### src/rtl/wb_stage.sv
// Write-back stage: merges EX results and formatted load data into one
// registered register-file write per cycle, and counts accepted results.
module wb_stage #(
    parameter int XLEN  = 32,
    parameter int CNT_W = 32
) (
    input  logic             CLK,
    input  logic             RST_N,
    input  logic             EX_VALID,
    output logic             EX_READY,
    input  logic [4:0]       EX_RD,
    input  logic [XLEN-1:0]  EX_RESULT,
    input  logic             LD_VALID,
    output logic             LD_READY,
    input  logic [4:0]       LD_RD,
    input  logic [XLEN-1:0]  LD_DATA,
    input  logic [2:0]       LD_FUNCT3,
    input  logic [1:0]       LD_OFF,
    output logic             WE,
    output logic [4:0]       ADD_D,
    output logic [XLEN-1:0]  REG_D,
    output logic             ERR,
    output logic [1:0]       ERR_CAUSE,
    output logic [CNT_W-1:0] RETIRE_CNT
);

    localparam logic [CNT_W-1:0] CNT_ONE = 1;

    // Handshake: a transfer happens on a rising edge with VALID && READY.
    // Loads always win (LD_READY = 1); EX waits while LD_VALID is high and
    // must hold its payload stable until EX_READY is seen.
    assign LD_READY = 1'b1;
    assign EX_READY = !LD_VALID;

    logic            ld_acc;
    logic            ex_acc;
    logic [7:0]      ld_byte;
    logic [15:0]     ld_half;
    logic [XLEN-1:0] ld_fmt;
    logic            ld_mis;
    logic            ld_ill;

    assign ld_acc = LD_VALID;
    assign ex_acc = EX_VALID && !LD_VALID;

    always_comb begin
        ld_byte = LD_DATA[7:0];
        case (LD_OFF)
            2'd0: ld_byte = LD_DATA[7:0];
            2'd1: ld_byte = LD_DATA[15:8];
            2'd2: ld_byte = LD_DATA[23:16];
            2'd3: ld_byte = LD_DATA[31:24];
            default: ld_byte = LD_DATA[7:0];
        endcase
        ld_half = LD_OFF[1] ? LD_DATA[31:16] : LD_DATA[15:0];
    end

    // Illegal funct3 takes precedence over misalignment at the write stage.
    always_comb begin
        ld_fmt = '0;
        ld_mis = 1'b0;
        ld_ill = 1'b0;
        case (LD_FUNCT3)
            3'b000: ld_fmt = {{(XLEN-8){ld_byte[7]}}, ld_byte};
            3'b100: ld_fmt = {{(XLEN-8){1'b0}}, ld_byte};
            3'b001: begin
                ld_fmt = {{(XLEN-16){ld_half[15]}}, ld_half};
                ld_mis = LD_OFF[0];
            end
            3'b101: begin
                ld_fmt = {{(XLEN-16){1'b0}}, ld_half};
                ld_mis = LD_OFF[0];
            end
            3'b010: begin
                ld_fmt = LD_DATA;
                ld_mis = (LD_OFF != 2'd0);
            end
            default: ld_ill = 1'b1;
        endcase
    end

    always_ff @(posedge CLK or negedge RST_N) begin
        if (!RST_N) begin
            WE         <= 1'b0;
            ADD_D      <= '0;
            REG_D      <= '0;
            ERR        <= 1'b0;
            ERR_CAUSE  <= 2'b00;
            RETIRE_CNT <= '0;
        end else if (ld_acc) begin
            RETIRE_CNT <= RETIRE_CNT + CNT_ONE;
            if (ld_ill) begin
                WE        <= 1'b0;
                ERR       <= 1'b1;
                ERR_CAUSE <= 2'b10;
            end else if (ld_mis) begin
                WE        <= 1'b0;
                ERR       <= 1'b1;
                ERR_CAUSE <= 2'b01;
            end else begin
                ERR       <= 1'b0;
                ERR_CAUSE <= 2'b00;
                WE        <= (LD_RD != 5'd0);
                if (LD_RD != 5'd0) begin
                    ADD_D <= LD_RD;
                    REG_D <= ld_fmt;
                end
            end
        end else if (ex_acc) begin
            RETIRE_CNT <= RETIRE_CNT + CNT_ONE;
            ERR        <= 1'b0;
            ERR_CAUSE  <= 2'b00;
            WE         <= (EX_RD != 5'd0);
            if (EX_RD != 5'd0) begin
                ADD_D <= EX_RD;
                REG_D <= EX_RESULT;
            end
        end else begin
            WE        <= 1'b0;
            ERR       <= 1'b0;
            ERR_CAUSE <= 2'b00;
        end
    end

endmodule

### config.mk
export PLATFORM = sky130hd
export DESIGN_NAME = wb_stage
export DESIGN_NICKNAME = d
export VERILOG_FILES = /design/src/rtl/wb_stage.sv
export SDC_FILE = /design/constraint.sdc
export NUM_CORES = 1
export LEC_CHECK = 0
export CORE_MARGIN = 5
export CORE_UTILIZATION = 39
export CTS_CLUSTER_SIZE = 16
export DETAILED_ROUTE_END_ITERATION = 7
export PLACE_DENSITY = 0.8
export SYNTH_ARGS = -nofsm -noshare
export SYNTH_HDL_FRONTEND = slang
export SYNTH_SLANG_ARGS = --single-unit
### constraint.sdc
create_clock -name CLK -period 1.92 [get_ports CLK]
set_clock_uncertainty 0.2 [all_clocks]
set_input_delay 0.576 -clock CLK [delete_from_list [all_inputs] [get_ports CLK]]
set_output_delay 0.576 -clock CLK [all_outputs]
set_load 0.05 [all_outputs]
==> results of run 1 <==
-- state kept, by name, indices dropped and copies added, names as in the netlist --
name / flops
REG_D: 32
RETIRE_CNT: 32
ERR: 1
ADD_D: 5
ERR_CAUSE: 2
WE: 1
-- layout make-up --
type / count / area (um^2) / share of cell area, %
multi-input cells: 318 / 2360 / 31.3
diodes: 1 / 2.50 / 0.0331
flip-flops and latches: 73 / 1850 / 24.5
clock buffers: 12 / 145 / 1.92
inverters: 4 / 17.5 / 0.232
repair buffers: 230 / 2960 / 39.2
clock inverters: 4 / 52.6 / 0.695
well taps: 133 / 166 / 2.20
-- worst paths after layout --
kind                                startpoint              to  slack [ns]  cells after the start
max in group asynchronous                RST_N       REG_D[17]        0.72                      3
worst max-delay path                  EX_RD[4]        ADD_D[0]       -0.35                      8
min in group asynchronous                RST_N       REG_D[14]        0.52                      3
worst max register to register   RETIRE_CNT[1]  RETIRE_CNT[16]       -0.06                      6
worst min-delay path            RETIRE_CNT[17]  RETIRE_CNT[17]        0.33                      1
worst min register to register  RETIRE_CNT[17]  RETIRE_CNT[17]        0.33                      1
-- logic make-up (layout without fill, tap and decap cells) --
logic type,after synthesis,after routing
and+or+nand+nor,142,142
AOI/OAI and AO/OA,119,119
DFF,73,73
xor gates and xnor gates,31,31
buffers and inverters,28,250
muxes,24,24
adders and majority gates,1,1
other,1,2
-- what timing repair did --
action	4_1_cts	5_1_grt
cloned	3	2
setup buffers	9	6
hold buffers	1	0
endpoints found under the setup margin	62	43
gates resized for setup	57	114
hold endpoints to repair	27	0
pin swaps	5	14
-- synth_stat cells, types with 4 or more instances --
library cell	instances
dfrtp_1	73
a21oi_1	54
nand2_1	51
nor2_1	49
xnor2_1	23
mux2i_1	19
o21ai_0	15
a31oi_1	14
buf_2	12
a21oi_2	10
and3_1	10
nand3_1	10
clkbuf_1	9
xor2_1	8
a2bb2oi_1	7
o221ai_1	7
nand4_1	6
mux2_2	4
-- routing by layer --
metal  up-vias  global-route usage, %
met4         0                   8.73
met3        61                   6.75
met2       265                   44.2
li1       1921                      -
met1      2164                   31.9
met5         -                      0
-- power by group through the flow --
stage | Combinational (mW) | Sequential (mW) | Clock, mW
2_1_floorplan | 0.484 | 2.70 | 0
3_3_place_gp | 2.71 | 2.02 | 0
3_5_place_dp | 2.77 | 2.03 | 0
4_1_cts | 2.88 | 2.02 | 1.25
5_1_grt | 3.19 | 2.11 | 1.35
6_report | 3.08 | 2.08 | 1.28
-- worst reg2reg max path, cell delays in order, from the launching register on --
cell and delay [ns]:
dfrtp_2 0.41, ha_4 0.14, o211ai_1 0.18, nor4_4 0.31, nand4_1 0.22, or2_4 0.30, xnor2_1 0.12
==> results.txt, run 1 <==
Syn avg cell area -> 9.25 um^2
Setup ws final -> -0.349 ns
Status -> complete, but fails checks
Overall die height -> 110 um
# Max-Cap Violations -> 0
Most frequent cells in the layout -> buf_12, clkdlybuf4s50_1, buf_4
Post-synthesis mux area share -> 6.46%
Initial antenna violation count -> 1
Final Wtd Congestion -> 0.899
Post-synth top area share -> 47.1%
Port buffer count -> 156
H-tree depth -> 3
CTS tree -> yes
Area of the mapped netlist -> 3870 um^2
Area growth syn-to-layout -> 95.0%
Relative slew slack -> 57.2%
Fin. Hold Viols -> 0
Layout Nets -> 720
Skew-Pair Late Insertion Delay -> 0.36 ns
Starting density of the core -> 39.8%
Ys async rst share -> 100%
CP most frequent cell -> buf_6
Peak supply drop -> 0.626 mV
Full die area -> 12000 um^2
Area after DPL -> 6780 um^2
RSZ-0062 raised after global routing -> true
Total routed wirelength -> 17300 um
Critical setup path kind -> in2reg
Crit. End Element -> register
Hold WS -> 0.329 ns
Sequential fraction of the synthesis area -> 47.1%
Largest net degree at the start of global routing -> 47
Pwr dens -> 852 nW/um^2
Synth top area cells -> dfrtp_1, a21oi_1, xnor2_1
CTS Buf Count -> 9
Worst path required time -> 1.97 ns
Vias in the first global route -> 4499
Clock root buffer master -> clkbuf_8
First-pass GRT wire length -> 23900 um
Yosys warning count -> 0
Number of cell rows -> 36
Net count after synthesis -> 503
Setup Viol. Count Final -> 42
DRT Pass-1 Iters -> 5
Yosys cell types -> 43
Share of cells above drive strength 1 -> 45.6%
Metal-1 WL -> 6400 um
Final Max Tran Viols -> 0
Final instance area -> 7560 um^2
DR iter-0 viols -> 355
Detailed Place HPWL -> 11700 um
Gr usage total -> 25.9%
Logic pwr share -> 47.8%
Adder and majority gate portion of the synthesized area -> 0.323%
Post-layout util -> 77.7%
Worst Max-Slew Pin Slew -> 0.640 ns
Final TNS setup -> -6.59 ns
Sinks on the clock net -> 73
Worst Setup Start Kind -> primary input
Detailed-route wire length per cell -> 22.3 um
Dpl cells -> 744
Synth Area in XOR/XNOR -> 7.01%
Internal -> 3.90 mW
Synth Area in Simple Gates -> 16.5%
Leak -> 3.18 nW
Chip width -> 110 um
Crit Path Max Fanout -> 5
Switching fraction of total power -> 39.4%
Core area -> 9730 um^2
Drt drc -> 0
DR WL met2 -> 8840 um
Fill count -> 600
Largest family of logic cells by synthesized area -> compound AO/OA/AOI/OAI gates
DR top layer -> met4
Met3 wire length -> 1460 um
Buffers & Inverters on Critical Path -> 4
Sequential Power Share -> 32.4%
Commonest non-fill, non-tap cell in the layout -> buf_12
Top_reg_cell synth -> dfrtp_1
Cell accounting for the most synthesized area -> dfrtp_1
Worst EP arrival -> 2.32 ns
Antenna Nets Post-Route -> 0
Worst-path clk slew -> 0.09 ns
Clock power frac -> 19.8%
Max Clk Rate -> 0.441 GHz
Post-synth EDFFs -> 0
P_sw -> 2.54 mW
Crit share post-route -> 118%
Post-synthesis register bit count -> 73
Worst Hold Class -> reg2reg
Power Total -> 6.44 mW
Place WS -> -0.895 ns
Ports -> 158
Failing checks -> negative setup slack
Complex-gate fraction of the synthesized area -> 19.0%
Synthesized netlist cell count -> 419
Critical Path Slowest Stage Cell -> or4_4
DR vias/cell -> 5.69
Top Family by Delay on Critical Path -> compound AO/OA/AOI/OAI gates
Min Clock Period, post-route -> 2.27 ns
Congestion Overflow GR -> 0
Critical-path cell list -> buf_6 -> or4_4 -> o211ai_1 -> o31ai_4 -> buf_12 -> buf_6 -> buf_6 -> a21oi_1
Final Non-Filler Cells -> 775
Crit path largest cell delay -> 0.51 ns
Total number of vias -> 4411
CTS max path bufs -> 2
No activity file was read; power rests on OpenSTA's default activity.
==> run 2: changes to the inputs <==
CORE_UTILIZATION = 40   (was 39)
PLACE_DENSITY = 0.78   (was 0.8)
SLEW_MARGIN = 20   (was default)
clock period = 2.84 ns   (was 1.92 ns; I/O delays follow)
==> results.txt, run 2 (synthesized netlist as in run 1, its figures left out) <==
Status -> complete, no violations (was complete, but fails checks)
Biggest regs -> REG_D (32), RETIRE_CNT (32), ADD_D (5) (unchanged)
H-tree depth -> 3 (unchanged)
DR iter-0 viols -> 159 (was 355)
Core area -> 9590 um^2 (was 9730 um^2)
CTS tree -> yes (unchanged)
Crit path depth -> 1 (was 8)
Crit path largest cell delay -> 0.85 ns (was 0.51 ns)
Final Max Tran Viols -> 0 (unchanged)
DR vias/cell -> 5.25 (was 5.69)
HP Start -> RETIRE_CNT[31] (was RETIRE_CNT[17])
Worst hold endpoint -> RETIRE_CNT[31] (was RETIRE_CNT[17])
DRT Pass-1 Iters -> 7 (was 5)
Critical-path cell list -> clkdlybuf4s50_1 (was buf_6 -> or4_4 -> o211ai_1 -> o31ai_4 -> buf_12 -> buf_6 -> buf_6 -> a21oi_1)
Worst path required time -> 1.79 ns (was 1.97 ns)
Top Family by Delay on Critical Path -> buffers and inverters (was compound AO/OA/AOI/OAI gates)
Port buffer count -> 156 (unchanged)
Chip width -> 108 um (was 110 um)
Commonest non-fill, non-tap cell in the layout -> clkdlybuf4s50_1 (was buf_12)
# Max-Cap Violations -> 0 (unchanged)
Overall die height -> 108 um (was 110 um)
First-pass GRT wire length -> 19500 um (was 23900 um)
Drt drc -> 0 (unchanged)
Setup Viol. Count Final -> 0 (was 42)
Final instance area -> 5960 um^2 (was 7560 um^2)
Congestion Overflow GR -> 0 (unchanged)
Worst Setup Start Kind -> register (was primary input)
Hold-fix buffers, CTS -> 0 (was 1)
Area growth syn-to-layout -> 53.7% (was 95.0%)
Final TNS setup -> 0 ns (was -6.59 ns)
RSZ-0062 raised after global routing -> false (was true)
Worst Max-Slew Pin Slew -> 0.560 ns (was 0.640 ns)
Worst reg-to-reg setup slack -> 0.73 ns (was -0.06 ns)
Fill count -> 785 (was 600)
Final Wtd Congestion -> 0.901 (was 0.899)
Sinks on the clock net -> 73 (unchanged)
Share of cells above drive strength 1 -> 11.6% (was 45.6%)
Antenna Nets Post-Route -> 0 (unchanged)
Crit Reg-Reg Startpoint -> RETIRE_CNT[6] (was RETIRE_CNT[1])
Pwr dens -> 590 nW/um^2 (was 852 nW/um^2)
CTS max path bufs -> 2 (unchanged)
Detailed-route wire length per cell -> 17.0 um (was 22.3 um)
Crit. End Element -> primary output (was register)
Buffers & Inverters on Critical Path -> 1 (was 4)
Post-layout util -> 62.1% (was 77.7%)
Critical setup path kind -> reg2out (was in2reg)
Relative slew slack -> 62.4% (was 57.2%)
Fin. Hold Viols -> 0 (unchanged)
Detailed Place HPWL -> 9620 um (was 11700 um)
Most frequent cells in the layout -> clkdlybuf4s50_1, dfrtp_1, a21oi_1 (was buf_12, clkdlybuf4s50_1, buf_4)
Vias in the first global route -> 3853 (was 4499)
CTS Buf Count -> 9 (unchanged)
Skew-Pair Late Insertion Delay -> 0.34 ns (was 0.36 ns)
Total routed wirelength -> 12400 um (was 17300 um)
Multi-input gate area -> 1930 um^2 (was 2360 um^2)
Gr usage total -> 21.0% (was 25.9%)
Largest net degree at the start of global routing -> 46 (was 47)
Layout Nets -> 675 (was 720)
Min Clock Period, post-route -> 2.70 ns
Number of cell rows -> 36 (unchanged)
Starting density of the core -> 40.4% (was 39.8%)
Initial antenna violation count -> 0 (was 1)
Worst hold path cell count -> 1 (unchanged)
Reg-to-reg critical path endpoint -> RETIRE_CNT[23] (was RETIRE_CNT[16])
Reg area -> 1830 um^2 (was 1850 um^2)
Critical Path Slowest Stage Cell -> clkdlybuf4s50_1 (was or4_4)
Total number of vias -> 3828 (was 4411)
Crit share post-route -> 95.1%
Leak -> 2.47 nW (was 3.18 nW)
Setup Buffers After CTS -> 0 (was 9)
Place WS -> -0.207 ns (was -0.895 ns)
Ports -> 158 (unchanged)
Setup ws final -> 0.138 ns (was -0.349 ns)
Dpl cells -> 713 (was 744)
Crit Path Max Fanout -> 6 (was 5)
Area after DPL -> 5750 um^2 (was 6780 um^2)
Worst Hold Class -> reg2reg (unchanged)
Final Non-Filler Cells -> 729 (was 775)
Peak supply drop -> 0.273 mV (was 0.626 mV)
Inserted Diodes -> 0 (was 1)
Worst r2r path cells -> 5 (was 6)
Clock root buffer master -> clkbuf_8 (unchanged)
Worst EP arrival -> 1.65 ns (was 2.32 ns)
Full die area -> 11800 um^2 (was 12000 um^2)
Worst-path clk slew -> 0.09 ns (about the same)
Max Clk Rate -> 0.370 GHz
## run 2: cell count changes in the layout (fill, tap and decap cells not counted), sizes merged
cell,before,now
clkbuf,24,10
clkdlybuf4s50,62,151
diode,1,0
inv,5,4
dlygate4sd2,3,1
clkinv,2,3
dlymetal6s2s,3,0
clkinvlp,0,2
buf,148,33
dlygate4sd3,1,0
clkdlybuf4s15,1,0
## run 2: power breakdown
group	internal [mW]	switching (mW)	total [mW]
clock	0.410	0.409	0.819
combinational	0.532	0.864	1.40
sequential	1.18	0.116	1.30
total	2.13	1.39	3.52
## run 2: through the flow
stage / total power [mW] / hold WS [ns]
floorplan: 2.13 / 0.356
global placement: 2.70 / 0.274
detailed placement: 2.72 / 0.266
CTS: 3.54 / 0.288
global route: 3.69 / 0.302
finish: 3.52 / 0.285
## run 2: final cells by class
class | instances | share of cell area [%]
Clock buffer | 10 | 2.14
Clock inverter | 6 | 1.13
Inverter | 4 | 0.273
Multi-Input combinational cell | 318 | 32.5
Sequential cell | 73 | 30.7
Tap cell | 133 | 2.79
Timing Repair Buffer | 185 | 30.5
## run 2: worst register-to-register path, delay by kind of cell (launching register included)
kind | cells | cell delay, ns
XOR/XNOR | 1 | 0.14
flip-flops | 1 | 0.47
AND/OR/NAND/NOR | 4 | 1.21
## run 2: layer usage
layer	wire, um	track usage (%)	share of wire (%)
met5	0	0	0
met4	296	8.57	2.4
met3	700	2.75	5.6
met2	6110	35.0	49
met1	5290	27.6	43
## run 2: how the worst max path moves through the flow
stage                   start             end  slack [ns]
2_1_floorplan        LD_VALID        EX_READY      0.0004
3_3_place_gp     LD_FUNCT3[1]       REG_D[13]       -0.13
3_5_place_dp        LD_OFF[1]        REG_D[9]       -0.21
4_1_cts        RETIRE_CNT[20]  RETIRE_CNT[20]        0.12
5_1_grt        RETIRE_CNT[20]  RETIRE_CNT[20]        0.07
6_report       RETIRE_CNT[20]  RETIRE_CNT[20]        0.14
## run 2: what timing repair did
| action | in CTS | in global routing |
|---|---|---|
| endpoints found under the setup margin | 1 | 2 |
| hold endpoints to repair | 0 | 0 |
| gates resized for setup | 2 | 1 |
==> run 3: changes to the inputs <==
CTS_CLUSTER_SIZE = default   (was 16)
==> results of run 3 <==
No change in the layout: final DEF, timing and power equal those of run 2.
